--- src/rtl/trap_ctrl_pkg.sv ---
// ---------------------------------------------------------------------------
// trap_ctrl_pkg
// Shared definitions for the trap sequencer and the machine-mode CSR file:
//   - CSR file op encodings (NOP/WRITE/SET/CLEAR)
//   - machine CSR addresses (mtvec, mscratch, mepc, mcause, mtval, mip)
//   - trap sequencer state encodings and state enum
//   - cause_encode(): 5-bit {interrupt, code} cause -> 32-bit mcause value
// ---------------------------------------------------------------------------
package trap_ctrl_pkg;

   localparam logic [1:0] CSR_OP_NOP   = 2'b00,
                          CSR_OP_WRITE = 2'b01,
                          CSR_OP_SET   = 2'b10,
                          CSR_OP_CLEAR = 2'b11;

   localparam logic [11:0] CSR_MTVEC    = 12'h305,
                           CSR_MSCRATCH = 12'h340,
                           CSR_MEPC     = 12'h341,
                           CSR_MCAUSE   = 12'h342,
                           CSR_MTVAL    = 12'h343,
                           CSR_MIP      = 12'h344;

   localparam logic [2:0] S_IDLE     = 3'd0,
                          S_W_MEPC   = 3'd1,
                          S_W_MCAUSE = 3'd2,
                          S_W_MTVAL  = 3'd3,
                          S_M_RD     = 3'd4,
                          S_M_CAP    = 3'd5,
                          S_REDIRECT = 3'd6;

   typedef enum logic [2:0] {
      ST_IDLE     = S_IDLE,
      ST_W_MEPC   = S_W_MEPC,
      ST_W_MCAUSE = S_W_MCAUSE,
      ST_W_MTVAL  = S_W_MTVAL,
      ST_M_RD     = S_M_RD,
      ST_M_CAP    = S_M_CAP,
      ST_REDIRECT = S_REDIRECT
   } trap_state_e;

   // Interrupt flag goes to bit 31, exception/interrupt code to the low bits.
   function automatic logic [31:0] cause_encode(input logic [4:0] cause);
      return {cause[4], 27'b0, cause[3:0]};
   endfunction

endpackage

--- src/rtl/trap_ctrl_target.sv ---
// ---------------------------------------------------------------------------
// trap_target
// Combinational trap vector computation.
//   i_mtvec  [31:0] : current mtvec (base[31:2], mode[1:0])
//   i_cause  [4:0]  : {interrupt bit, code[3:0]}
//   o_target [31:0] : trap entry PC
// Vectored mode (mode 01) offsets interrupts by 4*code; exceptions and
// direct mode always use the base. Addition wraps modulo 2^32.
// ---------------------------------------------------------------------------
module trap_target
   import trap_ctrl_pkg::*;
(
   input  logic [31:0] i_mtvec,
   input  logic [4:0]  i_cause,
   output logic [31:0] o_target
);

   logic [31:0] w_base;
   logic [31:0] w_offset;
   logic        w_vectored;

   assign w_base     = {i_mtvec[31:2], 2'b00};
   assign w_vectored = (i_mtvec[1:0] == 2'b01) && i_cause[4];
   assign w_offset   = w_vectored ? {26'b0, i_cause[3:0], 2'b00} : 32'd0;
   assign o_target   = w_base + w_offset;

endmodule

--- src/rtl/trap_ctrl.sv ---
// ---------------------------------------------------------------------------
// trap_ctrl
// Machine-mode trap / mret sequencer. Accepts one request at a time from
// IDLE (exception > mret > interrupt), writes mepc/mcause[/mtval] through
// the CSR file port, or reads mepc back for mret, then issues a one-cycle
// fetch redirect.
//
// Build option: define TRAP_CTRL_MTVAL_EN to include the W_MTVAL state
// (mtval written with the faulting value). Without it mtval is never
// written, exc_tval is ignored and REDIRECT follows W_MCAUSE directly.
//
// Ports:
//   clk, rst_n        : clock, synchronous active-low reset
//   exc_valid/cause/tval, cur_pc : exception request and its context
//   mret_valid        : mret request
//   irq_pending       : level interrupt request (cause = IRQ_CAUSE)
//   ack, busy         : request accepted this cycle / sequence in progress
//   csr_addr/op/wdata : CSR file command port
//   csr_rdata         : CSR file read data, one cycle after csr_addr
//   mtvec_rdata       : current mtvec
//   redirect_valid/pc : one-cycle fetch redirect and its registered target
// ---------------------------------------------------------------------------
module trap_ctrl
   import trap_ctrl_pkg::*;
#(
   parameter logic [4:0] IRQ_CAUSE = 5'b10111
) (
   input  logic        clk,
   input  logic        rst_n,
   input  logic        exc_valid,
   input  logic [4:0]  exc_cause,
   input  logic [31:0] exc_tval,
   input  logic [31:0] cur_pc,
   input  logic        mret_valid,
   input  logic        irq_pending,
   output logic        ack,
   output logic        busy,
   output logic [11:0] csr_addr,
   output logic [1:0]  csr_op,
   output logic [31:0] csr_wdata,
   input  logic [31:0] csr_rdata,
   input  logic [31:0] mtvec_rdata,
   output logic        redirect_valid,
   output logic [31:0] redirect_pc
);

   trap_state_e r_state;
   logic [31:0] r_pc;
   logic [4:0]  r_cause;
   logic [31:0] r_redirect_pc;
   logic [31:0] w_target;
   logic        w_idle;
   logic        w_take_exc;
   logic        w_take_mret;
   logic        w_take_irq;

   // A request is only taken while out of reset, so ack never fires on a
   // cycle whose edge is going to be swallowed by reset.
   assign w_idle      = rst_n && (r_state == ST_IDLE);
   assign w_take_exc  = w_idle && exc_valid;
   assign w_take_mret = w_idle && !exc_valid && mret_valid;
   assign w_take_irq  = w_idle && !exc_valid && !mret_valid && irq_pending;

`ifdef TRAP_CTRL_MTVAL_EN
   logic [31:0] r_tval;
`else
   logic        w_unused_tval;
   assign w_unused_tval = ^exc_tval;
`endif

   trap_target u_trap_target (
      .i_mtvec  (mtvec_rdata),
      .i_cause  (r_cause),
      .o_target (w_target)
   );

   // Control: state and redirect target
   always_ff @(posedge clk) begin
      if (!rst_n) begin
         r_state       <= ST_IDLE;
         r_redirect_pc <= '0;
      end else begin
         case (r_state)
            ST_IDLE: begin
               if (w_take_exc || w_take_irq) r_state <= ST_W_MEPC;
               else if (w_take_mret)         r_state <= ST_M_RD;
            end
            ST_W_MEPC:   r_state <= ST_W_MCAUSE;
`ifdef TRAP_CTRL_MTVAL_EN
            ST_W_MCAUSE: r_state <= ST_W_MTVAL;
            ST_W_MTVAL: begin
               r_state       <= ST_REDIRECT;
               r_redirect_pc <= w_target;
            end
`else
            ST_W_MCAUSE: begin
               r_state       <= ST_REDIRECT;
               r_redirect_pc <= w_target;
            end
`endif
            ST_M_RD:     r_state <= ST_M_CAP;
            ST_M_CAP: begin
               // mepc read data arrives the cycle after the M_RD address.
               r_state       <= ST_REDIRECT;
               r_redirect_pc <= csr_rdata;
            end
            ST_REDIRECT: r_state <= ST_IDLE;
            default:     r_state <= ST_IDLE;
         endcase
      end
   end

   // Trap context capture (data only, no reset needed)
   always_ff @(posedge clk) begin
      if (w_take_exc || w_take_irq) begin
         r_pc    <= cur_pc;
         r_cause <= w_take_exc ? exc_cause : IRQ_CAUSE;
`ifdef TRAP_CTRL_MTVAL_EN
         r_tval  <= w_take_exc ? exc_tval : 32'd0;
`endif
      end
   end

   // CSR command decode
   always_comb begin
      csr_addr  = 12'h000;
      csr_op    = CSR_OP_NOP;
      csr_wdata = 32'd0;
      case (r_state)
         ST_W_MEPC: begin
            csr_addr  = CSR_MEPC;
            csr_op    = CSR_OP_WRITE;
            csr_wdata = r_pc;
         end
         ST_W_MCAUSE: begin
            csr_addr  = CSR_MCAUSE;
            csr_op    = CSR_OP_WRITE;
            csr_wdata = cause_encode(r_cause);
         end
`ifdef TRAP_CTRL_MTVAL_EN
         ST_W_MTVAL: begin
            csr_addr  = CSR_MTVAL;
            csr_op    = CSR_OP_WRITE;
            csr_wdata = r_tval;
         end
`endif
         ST_M_RD: csr_addr = CSR_MEPC;
         default: ;
      endcase
   end

   assign ack            = w_take_exc || w_take_mret || w_take_irq;
   assign busy           = (r_state != ST_IDLE);
   assign redirect_valid = (r_state == ST_REDIRECT);
   assign redirect_pc    = r_redirect_pc;

endmodule

--- config.mk ---
export PLATFORM = sky130hd
export DESIGN_NAME = trap_ctrl
export DESIGN_NICKNAME = d
export VERILOG_FILES = /design/src/rtl/trap_ctrl_pkg.sv /design/src/rtl/trap_ctrl_target.sv /design/src/rtl/trap_ctrl.sv
export SDC_FILE = /design/constraint.sdc
export NUM_CORES = 1
export LEC_CHECK = 0
export ABC_CLOCK_PERIOD_IN_PS = 7660
export CORE_ASPECT_RATIO = 0.75
export CORE_MARGIN = 5
export CORE_UTILIZATION = 40
export CTS_BUF_LIST = sky130_fd_sc_hd__clkbuf_8 sky130_fd_sc_hd__clkbuf_16
export DETAILED_ROUTE_END_ITERATION = 7
export HOLD_SLACK_MARGIN = 0.1
export PLACE_DENSITY = 0.84
export SETUP_SLACK_MARGIN = 0.3
export SYNTH_ARGS = -nofsm -noshare
export SYNTH_HDL_FRONTEND = slang
export SYNTH_SLANG_ARGS = --single-unit
--- constraint.sdc ---
create_clock -name clk -period 7.66 [get_ports clk]
set_clock_uncertainty 0.2 [all_clocks]
set_input_delay 1.532 -clock clk [delete_from_list [all_inputs] [get_ports clk]]
set_output_delay 1.532 -clock clk [all_outputs]
set_load 0.02 [all_outputs]
-- After elaboration in Yosys (flattened, before gate mapping)
Index checks and enable logic that the tools add are counted.
- input port bits: 138
- register bits after elaboration: 72
- multiplexer cells: 8
- equal/unequal tests: 7
- add/subtract/negate cells: 1
- reductions and logical operators: 18
- operator list (kind ; count):
    $pmux 32 s2 ; 2
    $add 32x32->32 ; 1
    $pmux 10 s2 ; 1
    $pmux 3 s4 ; 1
    $eq 3x3->1 const B ; 3
    $logic_and 1x1->1 ; 7
    $mux 3 ; 2
    $mux 6 ; 1
    $reduce_or 2->1 ; 3
    $eq 3x1->1 const B ; 1
    $eq 3x2->1 const B ; 1
    $logic_not 3->1 ; 1
    $logic_or 1x1->1 ; 3
    $ne 3x2->1 const B ; 1
    $reduce_bool 3->1 ; 1
    $eq 2x1->1 const B ; 1
    $logic_not 1->1 ; 2
    $reduce_bool 2->1 ; 1
    $mux 1 ; 1

-- Depth between registers and ports, before layout
Gate-level depths: netlist (run 1).
- depth in word-level cells: 8
- mapped depth: 10
- depth with buffers taken out: 9

-- Cells and area by module
Synthesis (run 1) repeated with hierarchy kept, for this count alone.
- cell total of the unflattened synthesis: 337
- area, all modules: 3796.1 µm²
- modules (own cells, without submodules) (module ; area an instance (µm²) ; cells each ; instances):
    trap_ctrl ; 3030.4 ; 230 ; 1
    trap_target ; 765.7 ; 107 ; 1

-- Worst setup path before layout (run 1)
Ideal clock, no wire load.
- kind: input to register
- from: in rst_n
- to: reg r_cause[0], enable pin
- data arrival time: 3.545 ns
- required time: 7.024 ns
- slack: 3.480 ns
- setup time: 0.436 ns
- stages on the path: 3
- path through: nand2b_1 nor3_1 nor2b_1
- longest elaborated chain between the ends: 5
- RTL lines (element ; line ; RTL):
    start, declared ; trap_ctrl.sv:29 ; input logic rst_n,
    $logic_and 1x1->1 (*) ; trap_ctrl.sv:59 ; assign w_idle = rst_n && (r_state == ST_IDLE);
    $logic_and 1x1->1 (3 in series) ; trap_ctrl.sv:62 ; assign w_take_irq = w_idle && !exc_valid && !mret_valid && irq_pending;
    $logic_or 1x1->1 (*) ; trap_ctrl.sv:115 ; if (w_take_exc || w_take_irq) begin
    end signal, assigned ; trap_ctrl.sv:117 ; r_cause <= w_take_exc ? exc_cause : IRQ_CAUSE;
    end, declared ; trap_ctrl.sv:49 ; logic [4:0] r_cause;
Every way passes the cells marked *; elsewhere a longest branch is shown, timed or not.
A chain may end at the register's enable or synchronous reset.

-- Final worst setup path (run 1)
- from: reg r_state[2]
- to: out csr_wdata[2]
- longest elaborated chain between the ends: 2
- RTL lines (element ; line ; RTL):
    start, declared ; trap_ctrl.sv:47 ; trap_state_e r_state;
    start signal, assigned ; trap_ctrl.sv:80 ; r_state <= ST_IDLE;
    start signal, assigned ; trap_ctrl.sv:85 ; if (w_take_exc || w_take_irq) r_state <= ST_W_MEPC;
    start signal, assigned ; trap_ctrl.sv:86 ; else if (w_take_mret) r_state <= ST_M_RD;
    $eq 3x2->1 or $eq 3x1->1 (tied branches) ; trap_ctrl.sv:129 ; case (r_state)
    $pmux 32 s2 (*) ; trap_ctrl.sv:129 ;
    end, declared ; trap_ctrl.sv:40 ; output logic [31:0] csr_wdata,
Marks and branches as above.

==> results of run 1 <==
-- metrics by stage --
stage | cells | util (%) | power [mW]
after detailed placement | 695 | 61.6 | 0.815
final | 711 | 65.3 | 1.29
after global placement | 695 | 61.6 | 0.806
after CTS | 711 | 65.3 | 1.30
after floorplan | 419 | - | 0.645
after global routing | 711 | 65.3 | 1.35
-- sequential cells by signal, indices dropped and copies added (netlist names) --
register     flops
r_pc            32
r_cause          5
redirect_pc     32
r_state          3
-- routing by layer --
layer	vias up	part of all wire, %	GRT usage [%]
li1	1767	-	-
met1	1716	40	25.2
met2	147	52	37.3
met3	22	5.9	4.70
met4	0	2.2	7.08
met5	-	0	0
-- cell usage after synthesis, drive strengths merged, types with 2 or more instances --
| cell type | instances |
|---|---|
| a21oi | 21 |
| a22oi | 4 |
| and2 | 32 |
| or2 | 4 |
| and4 | 3 |
| nor2b | 2 |
| and3 | 8 |
| a21o | 2 |
| nor2 | 24 |
| or3 | 5 |
| dfxtp | 35 |
| nor3 | 10 |
| nand2b | 6 |
| nand2 | 66 |
| a211o | 2 |
| a22o | 6 |
| buf | 14 |
| xnor2 | 21 |
| nor4 | 5 |
| a21boi | 2 |
| o21ai | 10 |
| o22ai | 3 |
| a221oi | 4 |
| nand3 | 20 |
| mux2i | 2 |
| and3b | 3 |
| inv | 7 |
| o211ai | 2 |
| clkbuf | 20 |
| a31oi | 4 |
| a211oi | 7 |
| edfxtp | 37 |
| a311oi | 4 |
| ha | 4 |
| xor2 | 2 |
| nand4 | 3 |
-- power by group through the flow --
| stage | clock, mW | combinational [mW] | sequential [mW] |
|---|---|---|---|
| 2_1_floorplan | 0 | 0.157 | 0.488 |
| 3_3_place_gp | 0 | 0.336 | 0.469 |
| 3_5_place_dp | 0 | 0.343 | 0.472 |
| 4_1_cts | 0.491 | 0.346 | 0.464 |
| 5_1_grt | 0.511 | 0.369 | 0.468 |
| 6_report | 0.483 | 0.343 | 0.464 |
-- critical path: cells and delay by family, from the launching register on --
kind / cells / cell delay [ns]
buffers and inverters: 2 / 1.42
AND/OR/NAND/NOR: 2 / 0.98
flip-flops: 1 / 0.61
AO/OA/AOI/OAI: 1 / 0.40
-- area by class of cell --
type,instances,area [µm²]
fillers,727,3160
flip-flops and latches,72,1810
repair buffers,182,1810
multi-input cells,305,1800
clock buffers,9,225
well taps,128,160
clock inverters,7,120
inverters,8,30.0
-- logic make-up (layout without fill, tap and decap cells) --
| logic type | count (synthesis) | after routing | share of synthesized area [%] |
|---|---|---|---|
| and+or+nand+nor | 193 | 193 | 25.9 |
| AOI/OAI and AO/OA | 74 | 74 | 13.1 |
| DFF | 72 | 72 | 47.9 |
| buffers and inverters | 42 | 206 | 5.30 |
| xor gates and xnor gates | 23 | 23 | 5.33 |
| adders and majority gates | 5 | 5 | 1.85 |
| muxes | 2 | 2 | 0.530 |
| other | 1 | 8 | 0.0992 |
-- worst paths after layout --
check / to / slack (ns) / cells past startpoint
max: csr_wdata[2] / 2.17 / 5
min: redirect_pc[2]$_SDFFE_PN0P_ / 0.29 / 2
max reg2reg: redirect_pc[9]$_SDFFE_PN0P_ / 4.21 / 7
min reg2reg: redirect_pc[2]$_SDFFE_PN0P_ / 0.29 / 2
==> reports/metrics.cfg, run 1 <==
[global_route]
grtUsageTotal_pct = 21.1
grt_pass1_wl_um = 18900
gr-total-overflow = 0
grt_pass1_vias = 3637
grt_max_degree = 38
antenna_found_initial = 0

[setup_path]
worst-endpoint-required_ns = 5.93
start_kind = register
crit_fanout = 32
cp_slowest_cell = nand2_1
crit_start = r_state[2]$_SDFFE_PN0P_
cp.arrival_ns = 3.76
criticalPathCategory = reg -> out
path_cells = nor2_1 > nand2_1 > inv_1 > a22o_1 > clkdlybuf4s50_1
crit_path_end_kind = output pin
rr_startpoint = r_state[2]$_SDFFE_PN0P_
cpPeakStageDelay_ns = 0.86

[drt]
drt-vias-per-instance = 5.14
firstDrtPassIters = 6
drc = 0
drt-total-wl_um = 12400
wl_per_cell_um = 17.5
antenna_left = 0
routed-via-count = 3652
drt_iter0_drc = 314

[die]
initial_core_util_pct = 41.4
core_area_um2 = 9120
die_x_um = 122
die-area_um2 = 11500
die_h_um = 94.2
io_pins = 219
rows = 30

[pwr]
p_switching_mw = 0.356
seqPwrFrac_pct = 36.0
power_density_nw_per_um2 = 216
peakVddDrop_uv = 145
pwr-share-clk_pct = 37.5
netSwitchingFraction_pct = 27.6
power.internal_mw = 0.934
leakagePower_nw = 2.17
power_frac_comb_pct = 26.6

[sta]
worstMarginPinSlew_ns = 1.21
fin_setup_tns_ns = 0
period_needed_ns = 5.49
setup_viol = 0
clock.fmax_mhz = 182
max_slew_margin_pct = 19.1
setup_ws_ns = 2.17
rsz0062_at_grt = no
slew_viol_final = 0
hold_viol = 0
fin_crit_sh_pct = 71.6
holdWs_ns = 0.285

[cts]
root_buffer = clkbuf_16
ctsResizeCount = 0
cts_setup_buffers = 0
htree_levels = 3
cts_tree = built
clk_pin_slew_ns = 0.06
worstSkewPairLatency_ns = 0.32
cts_buffers = 9
cts_buffer_depth = 2
cts.sinks = 72
ctsHoldBuffers = 0

[logic_synthesis]
synth_warnings = 0
seq_area_frac_synth_pct = 47.9
async_flop_share_pct = 0
synth_top_cell_area_share_pct = 29.4
yosys-top-cells-area = edfxtp_1, dfxtp_1, nand2_1
ys_seq_elements = 72
yosys.cell_types.count = 47
synth_flop_cell = edfxtp_1
synth_edf_count = 37
yosysTopAreaCell = edfxtp_1
avgSynthCellArea_um2 = 9.17
synth_cells = 412
synth_area_um2 = 3780

[place]
dp_hpwl_um = 9300
routabilityCongestion = 0.840
dpl-instance-area_um2 = 5620
pre_cts_slack_ns = 2.36
placement.io_buffers = 178

[worst_hold_path]
min_from = redirect_pc[2]$_SDFFE_PN0P_
hp-class = reg -> reg

[finish]
nets = 721
final_area_um2 = 5960
layout_common_cells = clkdlybuf4s50_1, nand2_1, edfxtp_1, dfxtp_1, and2_1
antenna_cells = 0
layout_commonest_cell = clkdlybuf4s50_1
area_growth_syn_to_layout_pct = 57.7
drive_gt1_share_pct = 4.46

[flow_run]
drv_cap = 0

[status]
status = finished clean

Power figures use the tool's default switching activity.
==> run 2, diff against run 1 <==
--- a/config.mk
+++ b/config.mk
@@ -5,14 +5,14 @@
 export SDC_FILE = /design/constraint.sdc
 export NUM_CORES = 1
 export LEC_CHECK = 0
-export ABC_CLOCK_PERIOD_IN_PS = 7660
+export ABC_CLOCK_PERIOD_IN_PS = 5180
 export CORE_ASPECT_RATIO = 0.75
 export CORE_MARGIN = 5
-export CORE_UTILIZATION = 40
+export CORE_UTILIZATION = 38
 export CTS_BUF_LIST = sky130_fd_sc_hd__clkbuf_8 sky130_fd_sc_hd__clkbuf_16
 export DETAILED_ROUTE_END_ITERATION = 7
 export HOLD_SLACK_MARGIN = 0.1
-export PLACE_DENSITY = 0.84
+export PLACE_DENSITY = 0.8
 export SETUP_SLACK_MARGIN = 0.3
 export SYNTH_ARGS = -nofsm -noshare
 export SYNTH_HDL_FRONTEND = slang
==> constraint.sdc (replaced) <==
create_clock -name clk -period 5.18 [get_ports clk]
set_clock_uncertainty 0.2 [all_clocks]
set_input_delay 1.036 -clock clk [delete_from_list [all_inputs] [get_ports clk]]
set_output_delay 1.036 -clock clk [all_outputs]
set_load 0.02 [all_outputs]
==> run 2 against run 1 <==
Effect of this change: first-iteration DRC count decreased by 18%; total power increased by 41%; worst setup slack got worse by 1.1 ns; critical path depth unchanged; cell area decreased by 0.19%; utilization decreased by 4.0 points; largest cell class is now buffers.
==> reports/metrics.cfg, run 2 (synthesis gave the netlist of run 1 again) <==
[drt]
wl_per_cell_um = 17.5  ; about the same
drt_iter0_drc = 258  ; was 314
drt-vias-per-instance = 5.07  ; was 5.14
drc = 0  ; unchanged
firstDrtPassIters = 4  ; was 6
antenna_left = 0  ; unchanged
routed-via-count = 3642  ; was 3,652
drt-total-wl_um = 12600  ; was 12,400 µm

[setup_path]
crit_fanout = 4  ; was 32
criticalPathCategory = in -> out  ; was reg -> out
worst-endpoint-required_ns = 3.94  ; was 5.93 ns
rr_worst_depth = 9  ; was 7
cp_slowest_cell = clkdlybuf4s50_1  ; was nand2_1
path_cells = clkdlybuf4s50_1 > nand2b_1 > nor3_1 > a21boi_0 > clkdlybuf4s50_1  ; was nor2_1 > nand2_1 > inv_1 > a22o_1 > clkdlybuf4s50_1
start_kind = input port  ; was register
cpMostUsedCell = clkdlybuf4s50_1
cp.arrival_ns = 2.91  ; was 3.76 ns
cpPeakStageDelay_ns = 0.65  ; was 0.86 ns
crit_path_end_kind = output pin  ; unchanged

[finish]
multi_input_area_um2 = 1800  ; unchanged
nets = 725  ; was 721
layout_commonest_cell = clkdlybuf4s50_1  ; unchanged
final_util_pct = 61.4  ; was 65.3%
area_growth_syn_to_layout_pct = 57.4  ; was 57.7%
layout_common_cells = clkdlybuf4s50_1, nand2_1, edfxtp_1, dfxtp_1, and2_1  ; unchanged
seqCellArea_um2 = 1810  ; unchanged
n_fill_cell = 840  ; was 727
drive_gt1_share_pct = 4.94  ; was 4.46%
antenna_cells = 0  ; unchanged

[pwr]
leakagePower_nw = 2.17  ; about the same
power_mw = 1.81  ; was 1.29 mW
peakVddDrop_uv = 156  ; was 145 µV
power_density_nw_per_um2 = 305  ; was 216 nW/µm²

[die]
initial_core_util_pct = 39.0  ; was 41.4%
io_pins = 219  ; unchanged
die_h_um = 96.4  ; was 94.2 µm
die_x_um = 125  ; was 122 µm
core_area_um2 = 9700  ; was 9120 µm²
die-area_um2 = 12100  ; was 11,500 µm²
rows = 31  ; was 30

[cts]
cts_setup_buffers = 0  ; unchanged
cts_buffer_depth = 2  ; unchanged
ctsHoldBuffers = 0  ; unchanged
htree_levels = 3  ; unchanged
cts_buffers = 9  ; unchanged
ctsResizeCount = 0  ; unchanged
cts_tree = built  ; unchanged
worstSkewPairLatency_ns = 0.33  ; was 0.32 ns
clk_pin_slew_ns = 0.06  ; about the same
cts.sinks = 72  ; unchanged
root_buffer = clkbuf_16  ; unchanged

[sta]
max_slew_margin_pct = 33.5  ; was 19.1%
fin_crit_sh_pct = 80.0
clock.fmax_mhz = 241
slew_viol_final = 0  ; unchanged
period_needed_ns = 4.14
hold_viol = 0  ; unchanged
rsz0062_at_grt = no  ; unchanged
setup_ws_ns = 1.04  ; was 2.17 ns
setup_viol = 0  ; unchanged
fin_setup_tns_ns = 0  ; unchanged
worstMarginPinSlew_ns = 0.996  ; was 1.21 ns

[global_route]
grt_util_met2_pct = 35.5  ; was 37.3%
gr-usage-met3_pct = 5.11  ; was 4.70%
grtUsageTotal_pct = 20.1  ; was 21.1%
grt_pass1_wl_um = 19100  ; was 18,900 µm
grt_pass1_vias = 3782  ; was 3,637
grt_max_degree = 38  ; unchanged
gr-total-overflow = 0  ; unchanged
antenna_found_initial = 0  ; unchanged
busiest_layer = met2  ; unchanged
met1_usage_pct = 23.9  ; was 25.2%

[status]
status = finished clean  ; unchanged

[worst_hold_path]
hold_depth = 2  ; unchanged
hp-class = reg -> reg  ; unchanged

[flow_run]
drv_cap = 0  ; unchanged

[place]
placement.io_buffers = 178  ; unchanged
routabilityCongestion = 0.878  ; was 0.840
dp_hpwl_um = 9580  ; was 9300 µm
pre_cts_slack_ns = 1.02  ; was 2.36 ns

## run 2: cell count changes in the layout (fill, tap and decap cells not counted)
cell and change:
clkbuf_8 +1, bufinv_16 -2, clkinv_1 +1, clkinv_2 +1
clkinv_4 -1, buf_4 +4
## run 2: layout make-up
cell class,instances,area share [%]
Clock buffer,10,4.02
Clock inverter,6,1.01
Inverter,8,0.505
Multi-Input combinational cell,305,30.3
Sequential cell,72,30.5
Tap cell,132,2.78
Timing Repair Buffer,186,31.0
## run 2: through the flow
| step | cell area (µm²) | cells | hold slack, ns |
|---|---|---|---|
| 5_1_grt | 5950 | 719 | 0.300 |
| 2_1_floorplan | 3810 | 419 | 0.349 |
| 3_5_place_dp | 5650 | 703 | 0.272 |
| 4_1_cts | 5950 | 719 | 0.284 |
| 3_3_place_gp | 5650 | 703 | 0.259 |
| 6_report | 5950 | 719 | 0.281 |
## run 2: worst max-delay path: cells and delay by family
family | cells | cell delay, ns
buffers and inverters | 2 | 1.13
AND/OR/NAND/NOR | 2 | 0.49
AO/OA/AOI/OAI | 1 | 0.26
## run 2: layer usage
metal / vias up / part of all wire (%)
li1: 1775 / -
met1: 1727 / 40
met2: 126 / 52
met3: 14 / 5.7
met4: 0 / 1.7
met5: - / 0
## run 2: where the power goes
group          switching (mW)  internal (mW)
registers              0.0300          0.657
clock network           0.231          0.384
logic                   0.258          0.254
total                   0.519           1.29
## run 2: worst paths after layout
path / slack (ns) / to / startpoint
max reg2reg: 2.11 / redirect_pc[29]$_SDFFE_PN0P_ / r_cause[4]$_SDFFCE_PN1P_
min reg2reg: 0.28 / redirect_pc[3]$_SDFFE_PN0P_ / redirect_pc[3]$_SDFFE_PN0P_
max: 1.04 / ack / rst_n
min: 0.28 / redirect_pc[3]$_SDFFE_PN0P_ / redirect_pc[3]$_SDFFE_PN0P_
==> run 3, diff against run 2 <==
--- a/config.mk
+++ b/config.mk
@@ -5,7 +5,7 @@
 export SDC_FILE = /design/constraint.sdc
 export NUM_CORES = 1
 export LEC_CHECK = 0
-export ABC_CLOCK_PERIOD_IN_PS = 5180
+export ABC_CLOCK_PERIOD_IN_PS = 4000
 export CORE_ASPECT_RATIO = 0.75
 export CORE_MARGIN = 5
 export CORE_UTILIZATION = 38
==> constraint.sdc (replaced) <==
create_clock -name clk -period 4 [get_ports clk]
set_clock_uncertainty 0.2 [all_clocks]
set_input_delay 0.8 -clock clk [delete_from_list [all_inputs] [get_ports clk]]
set_output_delay 0.8 -clock clk [all_outputs]
set_load 0.02 [all_outputs]
==> run 3 against run 2 <==
Effect of this change: via count increased by 0.55%; non-clock buffer count increased by 4; wire length decreased by 0.32%; utilization increased by 0.77 points; combinational power increased by 31%; hold slack about the same; largest power group is now the clock network; highest routed layer unchanged.
==> reports/metrics.cfg, run 3 (synthesis gave the netlist of run 1 again) <==
[pwr]
peakVddDrop_uv = 293  ; was 156 µV
netSwitchingFraction_pct = 27.7  ; was 28.6%
seqPwrFrac_pct = 35.8  ; was 37.9%
power.internal_mw = 1.79  ; was 1.29 mW
pwr-share-clk_pct = 37.3  ; was 33.9%
leakagePower_nw = 2.20  ; was 2.17 nW
power_density_nw_per_um2 = 412  ; was 305 nW/µm²
p_switching_mw = 0.688  ; was 0.519 mW
power_frac_comb_pct = 26.9  ; was 28.2%
power_mw = 2.48  ; was 1.81 mW

[setup_path]
start_kind = input port  ; unchanged
cp.depth = 11  ; was 5
path_delay_family = buffers and inverters  ; unchanged
criticalPathCategory = in -> reg  ; was in -> out
path_cells = clkdlybuf4s50_1 > and3b_1 > and2_1 > ha_1 > fa_1 > a211o_1 > o211ai_1 > buf_4 > nor4_1 > xnor2_1 > a21oi_1  ; was clkdlybuf4s50_1 > nand2b_1 > nor3_1 > a21boi_0 > clkdlybuf4s50_1
cp.arrival_ns = 3.52  ; was 2.91 ns
path_buf_inv = 2  ; unchanged
cp_slowest_cell = clkdlybuf4s50_1  ; unchanged
rr_startpoint = r_cause[4]$_SDFFCE_PN1P_  ; unchanged
crit_path_end_kind = register  ; was output pin
crit_start = mtvec_rdata[1]  ; was rst_n
crit_fanout = 8  ; was 4
worst-endpoint-required_ns = 4.01  ; was 3.94 ns
rr_worst_depth = 10  ; was 9
cpPeakStageDelay_ns = 0.45  ; was 0.65 ns

[global_route]
grtUsageTotal_pct = 20.3  ; was 20.1%
grt_max_degree = 38  ; unchanged
gr-total-overflow = 0  ; unchanged
grt_pass1_wl_um = 19200  ; was 19,100 µm
antenna_found_initial = 0  ; unchanged
grt_pass1_vias = 3745  ; was 3,782

[sta]
holdWs_ns = 0.281  ; about the same
fin_setup_tns_ns = 0  ; unchanged
worstMarginPinSlew_ns = 1.12  ; was 0.996 ns
slew_viol_final = 0  ; unchanged
setup_ws_ns = 0.493  ; was 1.04 ns
max_slew_margin_pct = 25.5  ; was 33.5%
clock.fmax_mhz = 285
setup_viol = 0  ; unchanged
fin_crit_sh_pct = 87.7
period_needed_ns = 3.51
rsz0062_at_grt = no  ; unchanged
hold_viol = 0  ; unchanged

[finish]
drive_gt1_share_pct = 5.75  ; was 4.94%
area_growth_syn_to_layout_pct = 59.4  ; was 57.4%
antenna_cells = 0  ; unchanged
layout_commonest_cell = clkdlybuf4s50_1  ; unchanged
final_area_um2 = 6020  ; was 5950 µm²
nets = 729  ; was 725
final_util_pct = 62.1  ; was 61.4%
layout_common_cells = clkdlybuf4s50_1, nand2_1, edfxtp_1, dfxtp_1, and2_1  ; unchanged
seqCellArea_um2 = 1810  ; unchanged
n_fill_cell = 834  ; was 840
multi_input_area_um2 = 1800  ; unchanged
instances_no_fill = 723  ; was 719

[cts]
ctsResizeCount = 0  ; unchanged
cts_setup_buffers = 0  ; unchanged
cts.sinks = 72  ; unchanged
htree_levels = 3  ; unchanged
clk_pin_slew_ns = 0.06  ; about the same
ctsHoldBuffers = 0  ; unchanged
cts_tree = built  ; unchanged
cts_buffers = 9  ; unchanged
worstSkewPairLatency_ns = 0.33  ; about the same
root_buffer = clkbuf_16  ; unchanged
cts_buffer_depth = 2  ; unchanged

[place]
pre_cts_slack_ns = 0.150  ; was 1.02 ns
dp_hpwl_um = 9590  ; was 9580 µm
dp.cells = 707  ; was 703
placement.io_buffers = 178  ; unchanged
routabilityCongestion = 0.842  ; was 0.878
dpl-instance-area_um2 = 5680  ; was 5650 µm²

[die]
die_x_um = 125  ; unchanged
die-area_um2 = 12100  ; unchanged
die_h_um = 96.4  ; unchanged
core_area_um2 = 9700  ; unchanged
io_pins = 219  ; unchanged
initial_core_util_pct = 39.0  ; unchanged
rows = 31  ; unchanged

[worst_hold_path]
hp-class = reg -> reg  ; unchanged
hold_depth = 2  ; unchanged
min_from = redirect_pc[5]$_SDFFE_PN0P_  ; was redirect_pc[3]$_SDFFE_PN0P_

[drt]
wl_per_cell_um = 17.3  ; was 17.5 µm
drc = 0  ; unchanged
drt-total-wl_um = 12500  ; was 12,600 µm
routed-via-count = 3662  ; was 3,642
drt-vias-per-instance = 5.07  ; about the same
drt_iter0_drc = 205  ; was 258
antenna_left = 0  ; unchanged
firstDrtPassIters = 4  ; unchanged

[flow_run]
drv_cap = 0  ; unchanged

[status]
status = finished clean  ; unchanged

[run 3: cell count changes in the layout (fill, tap and decap cells not counted)]
cell        previous run  this run
clkinv_2               1         0
clkinvlp_4             0         1
inv_1                  8         7
bufinv_16              1         3
clkbuf_8               1         0
buf_4                  8        12
[run 3: path summary, 6_finish.rpt]
| path | end | slack (ns) |
|---|---|---|
| setup / recovery | redirect_pc[20]$_SDFFE_PN0P_ | 0.49 |
| hold / removal | redirect_pc[5]$_SDFFE_PN0P_ | 0.28 |
| setup reg to reg | redirect_pc[20]$_SDFFE_PN0P_ | 1.01 |
| hold reg to reg | redirect_pc[5]$_SDFFE_PN0P_ | 0.28 |
[run 3: power groups by stage]
stage | Sequential, mW | Combinational [mW] | Clock, mW
floorplan | 0.934 | 0.301 | 0
global placement | 0.899 | 0.657 | 0
detailed placement | 0.903 | 0.669 | 0
CTS | 0.888 | 0.674 | 0.948
global route | 0.895 | 0.718 | 0.981
finish | 0.888 | 0.669 | 0.925
[run 3: final cells by class]
type | count | area share (%)
inverters | 8 | 0.498
flip-flops and latches | 72 | 30.1
multi-input cells | 305 | 29.9
clock inverters | 7 | 1.97
well taps | 132 | 2.74
repair buffers | 190 | 31.1
clock buffers | 9 | 3.74
[run 3: worst reg2reg max path: stages (launching register included)]
cell and delay (ns):
edfxtp_1 0.38, and3b_1 0.23, and2_1 0.17, ha_1 0.20, fa_1 0.43, a211o_1 0.33, o211ai_1 0.26, buf_4 0.27
nor4_1 0.09, xnor2_1 0.22, a21oi_1 0.10
[run 3: routing by layer]
metal | routed length (µm) | GRT usage [%] | share of wire [%] | vias to the layer above
li1 | - | - | - | 1789
met1 | 5110 | 24.1 | 41 | 1727
met5 | 0 | 0 | 0 | -
met3 | 724 | 5.82 | 5.8 | 15
met4 | 186 | 5.87 | 1.5 | 0
met2 | 6520 | 36.4 | 52 | 131
